==> src/rtl/cpu_fetch_unit.sv <==
// Instruction fetch stage: owns the PC, fetches over a req/ready handshake,
// holds the instruction in IR during execution and selects the next PC.
module cpu_fetch_unit #(
    parameter logic [31:0] RESET_PC = 32'h0000_0000,
    parameter int          TIMEOUT  = 16
) (
    input  logic        clk,
    input  logic        rst_n,
    output logic        imem_req,
    output logic [31:0] imem_addr,
    input  logic        imem_ready,
    input  logic [31:0] imem_rdata,
    input  logic        exec_done,
    input  logic        branch,
    input  logic        zero,
    input  logic        jump,
    input  logic [31:0] se_imm,
    output logic [31:0] instruction,
    output logic        instr_valid,
    output logic [31:0] pc,
    output logic [31:0] pc_plus4,
    output logic        fetch_err
);
    localparam int CW = $clog2(TIMEOUT + 1);

    typedef enum logic [1:0] {FETCH, EXEC, ERR} state_t;

    state_t        state_q, state_d;
    logic [CW-1:0] cnt_q, cnt_d;
    logic [31:0]   pc_q, ir_q, next_pc;

    assign pc_plus4 = pc_q + 32'd4;

    // Jump takes priority over a taken branch.
    always_comb begin
        next_pc = pc_plus4;
        if (jump)
            next_pc = {pc_plus4[31:28], ir_q[25:0], 2'b00};
        else if (branch && zero)
            next_pc = pc_plus4 + (se_imm << 2);
    end

    always_comb begin
        state_d = state_q;
        cnt_d   = cnt_q;
        case (state_q)
            FETCH: begin
                if (imem_ready) begin
                    state_d = EXEC;
                    cnt_d   = '0;
                end else if (cnt_q == CW'(TIMEOUT - 1)) begin
                    state_d = ERR;
                end else begin
                    cnt_d = cnt_q + CW'(1);
                end
            end
            EXEC:    if (exec_done) state_d = FETCH;
            ERR:     state_d = ERR;
            default: state_d = ERR;
        endcase
    end

    always_ff @(posedge clk or negedge rst_n) begin
        if (!rst_n) begin
            state_q <= FETCH;
            cnt_q   <= '0;
            pc_q    <= RESET_PC;
            ir_q    <= '0;
        end else begin
            state_q <= state_d;
            cnt_q   <= cnt_d;
            if (state_q == FETCH && imem_ready) ir_q <= imem_rdata;
            if (state_q == EXEC && exec_done)   pc_q <= next_pc;
        end
    end

    // Request is gated by reset so it drops the instant rst_n falls.
    assign imem_req    = (state_q == FETCH) & rst_n;
    assign imem_addr   = pc_q;
    assign pc          = pc_q;
    assign instruction = ir_q;
    assign instr_valid = (state_q == EXEC);
    assign fetch_err   = (state_q == ERR);
endmodule

==> config.mk <==
export PLATFORM = sky130hd
export DESIGN_NAME = cpu_fetch_unit
export DESIGN_NICKNAME = d
export VERILOG_FILES = /design/src/rtl/cpu_fetch_unit.sv
export SDC_FILE = /design/constraint.sdc
export NUM_CORES = 1
export LEC_CHECK = 0
export ABC_AREA = 1
export BUFFER_PORTS_ARGS = -buffer_cell sky130_fd_sc_hd__buf_2
export CORE_MARGIN = 2
export CORE_UTILIZATION = 25
export DETAILED_ROUTE_END_ITERATION = 8
export GPL_ROUTABILITY_DRIVEN = 0
export PLACE_DENSITY_LB_ADDON = 0.25
export SLEW_MARGIN = 30
export SYNTH_ARGS = -nofsm -noshare
export SYNTH_HDL_FRONTEND = slang
export SYNTH_SLANG_ARGS = --single-unit
==> constraint.sdc <==
create_clock -name clk -period 3.1 [get_ports clk]
set_clock_uncertainty 0.05 [all_clocks]
set_input_delay 0.775 -clock clk [delete_from_list [all_inputs] [get_ports clk]]
set_output_delay 0.775 -clock clk [all_outputs]
set_load 0.1 [all_outputs]
==> run metrics <==
outcome complete, no violations; highest routed metal layer met4; Met3 Wirelength 1.17 mm; synth top area cells dfrtp_1 (25%), nand2_1 (21%), inv_1 (9.2%); Startpoint Class register; Max-Cap Viols 0; total global-route track usage 17.5%; row count 60; wire per inst 15.0 um; FF-to-FF Start imem_addr[3]; ys flop type dfrtp_1; met2 wire length 12.0 mm; area share of the largest cell type after synthesis 25.2%; Worst Path Max Fanout 5; unrepaired setup endpoints after global routing yes; Synth Instances 1097; Mapped Avg Cell Area 6.25 um^2; antenna violations before repair 0; die footprint 28800 um^2; area leader, netlist dfrtp_1; Slew headroom 57.2%; WL final 25.4 mm; Post-route DRC 0; DP Worst Slack 0.0100 ns; gr ovfl total 0; vias per std cell 4.38; WP data arrival 2.24 ns; setup slack, reg-to-reg 0.09 ns; PnR worst setup slack 0.0304 ns; Critical Path End Type output port; Detailed Routing Iterations Pass 1 5; H-tree levels 3; Final #Nets 1454; fin util 38.5%; Final setup viols 0; Setup Crit Path Kind reg2out; Final Cycle Share 99.0%; PD cells 216 nW/um^2; hold_buf cts 0; #FFs+latches synth 69; IO Count 202; share of cells above drive strength 1 43.3%; TritonCTS clock tree done; Layout area overhead 51.3%; Power Total 2240 uW; DIE HEIGHT 170 um; routed via count 7402; DPL Wire Length 21.1 mm; Synth warnings 0; number of synthesized flops with an enable pin 0; # port buffers 193; number of inserted diodes 0; post-synthesis cell area 6860 um^2; hold path startpoint instruction[31]; ys async rst share 100%; Final Max Tran Viols 0; ANT nets after route 0; Hold Crit Depth 1; count of cell types in the netlist 46; global-route wire length before repair 38.9 mm; Core Area 27000 um^2; clock-pin slew on the worst setup and hold paths 0.06 ns; Hold Path Class reg2reg; drt initial violations 368; Register-to-Register Path Depth 19; reg2reg end imem_addr[13]; root buffer cell clkbuf_16; Worst-Margin Slew 0.642 ns; Final Hold Fails 0; Skew-Pair Late Insertion Delay 0.33 ns; largest net degree at the start of global routing 70; WL met1 12.0 mm; Max Fclk 326 MHz; TritonCTS buffer count 9; Fill cells 2868; DIE WIDTH 170 um; Critical Path RT 2.27 ns; fin crit period 3.07 ns; post-synthesis sequential area ratio 25.2%; Max VDD drop 0.263 mV; Initial Utilization 25.5%; CTS Buffer Depth 2; Hold EP instruction[31]; Clock Sink Count 69; vias in the first global route 7133; P_leak 0.00549 uW
## layout make-up
class | instances | area (um^2) | share of cell area (%)
clock buffer | 11 | 233 | 2.24
clock inverter | 5 | 28.8 | 0.277
timing repair buffer | 287 | 1960 | 18.9
sequential | 69 | 1800 | 17.4
multi-input combinational | 806 | 5250 | 50.5
inverter | 171 | 679 | 6.55
tap | 341 | 427 | 4.11
## power breakdown
| group | switching [uW] | internal [uW] |
|---|---|---|
| logic | 274 | 155 |
| registers | 0 | 901 |
| clock network | 377 | 537 |
## registers in the layout, summed over array words and instances, names as in the netlist
name         flops
instruction     32
imem_addr       30
cnt_q            5
state_q          2
## placed cells by master (no fill, tap or decap), types with 17 or more instances in the layout
master,count
nand2_1,319
buf_2,169
inv_1,151
buf_4,88
nor2_1,78
nand2_2,66
nand3_1,50
dfrtp_1,41
a21oi_1,33
mux2_2,26
nand3_2,22
ha_4,22
nor2_4,21
dfrtp_4,17
## cells by family (layout without fill, tap and decap cells)
family	count (synthesis)	after routing	synth area share, %
compound gates	90	90	7.31
xor+xnor	19	19	2.64
fa+ha+maj	39	39	7.22
buf+inv	227	474	14.4
flops	69	69	25.2
mux	26	26	4.27
other cells	1	6	0.0547
simple gates	626	626	38.9
## metrics by stage
stage / setup TNS (ns) / hold slack (ns) / instance area, um^2 / cells
finish: 0 / 0.450 / 10400 / 1690
global route: -0.878 / 0.469 / 10400 / 1690
CTS: -0.0261 / 0.454 / 9660 / 1678
detailed placement: 0 / 0.438 / 9370 / 1660
global placement: 0 / 0.437 / 9370 / 1660
floorplan: -5.32 / 0.421 / 7500 / 1102
## synth_stat cells (2+ instances only)
cell,number
a21boi_1,2
a21o_1,2
a21oi_1,43
a22oi_1,3
and2_1,6
buf_2,3
buf_4,36
clkbuf_1,17
dfrtp_1,69
ha_1,38
inv_1,169
mux2_2,26
nand2_1,388
nand2_2,10
nand2_4,3
nand3_1,74
nand3_4,2
nand3b_1,2
nand4_1,10
nor2_1,107
nor2_2,5
nor2_4,2
nor3_1,6
nor3_2,2
nor3b_1,2
o211ai_1,2
o21ai_0,17
o21ai_1,9
o21bai_1,3
o22ai_1,4
or2_2,4
xnor2_1,4
xor2_1,13
xor2_2,2
## critical path, stage by stage, from the launching register on
cell and delay (ns):
dfrtp_4 0.46, ha_4 0.16, nand2_4 0.05, nor2_4 0.21, nand3_4 0.11, nor2b_4 0.20
buf_6 0.14, xor2_4 0.25, buf_6 0.16, buf_12 0.16
## worst max path at each step
| stage | start | endpoint | slack [ns] |
|---|---|---|---|
| after detailed placement | imem_addr[3] | imem_addr[24] | 0.01 |
| after floorplan | imem_addr[2] | imem_addr[16] | -0.30 |
| final | imem_addr[3] | pc_plus4[12] | 0.03 |
| after CTS | imem_addr[3] | pc_plus4[30] | -0.03 |
| after global placement | imem_addr[14] | imem_addr[30] | 0.03 |
| after global routing | imem_addr[3] | imem_addr[27] | -0.11 |
## timing repair
| action | 4_1_cts | 5_1_grt |
|---|---|---|
| hold endpoints to repair | 0 | 0 |
| endpoints found under the setup margin | 8 | 34 |
| setup buffers | 2 | 12 |
| pin swaps | 2 | 54 |
| gates resized for setup | 5 | 163 |
## routing by layer
layer | vias up | track usage, %
li1 | 3853 | -
met1 | 3366 | 24.0
met2 | 166 | 29.2
met3 | 17 | 2.43
met4 | 0 | 3.72
met5 | - | 0
Note: power is estimated with default switching activity, not from simulation.
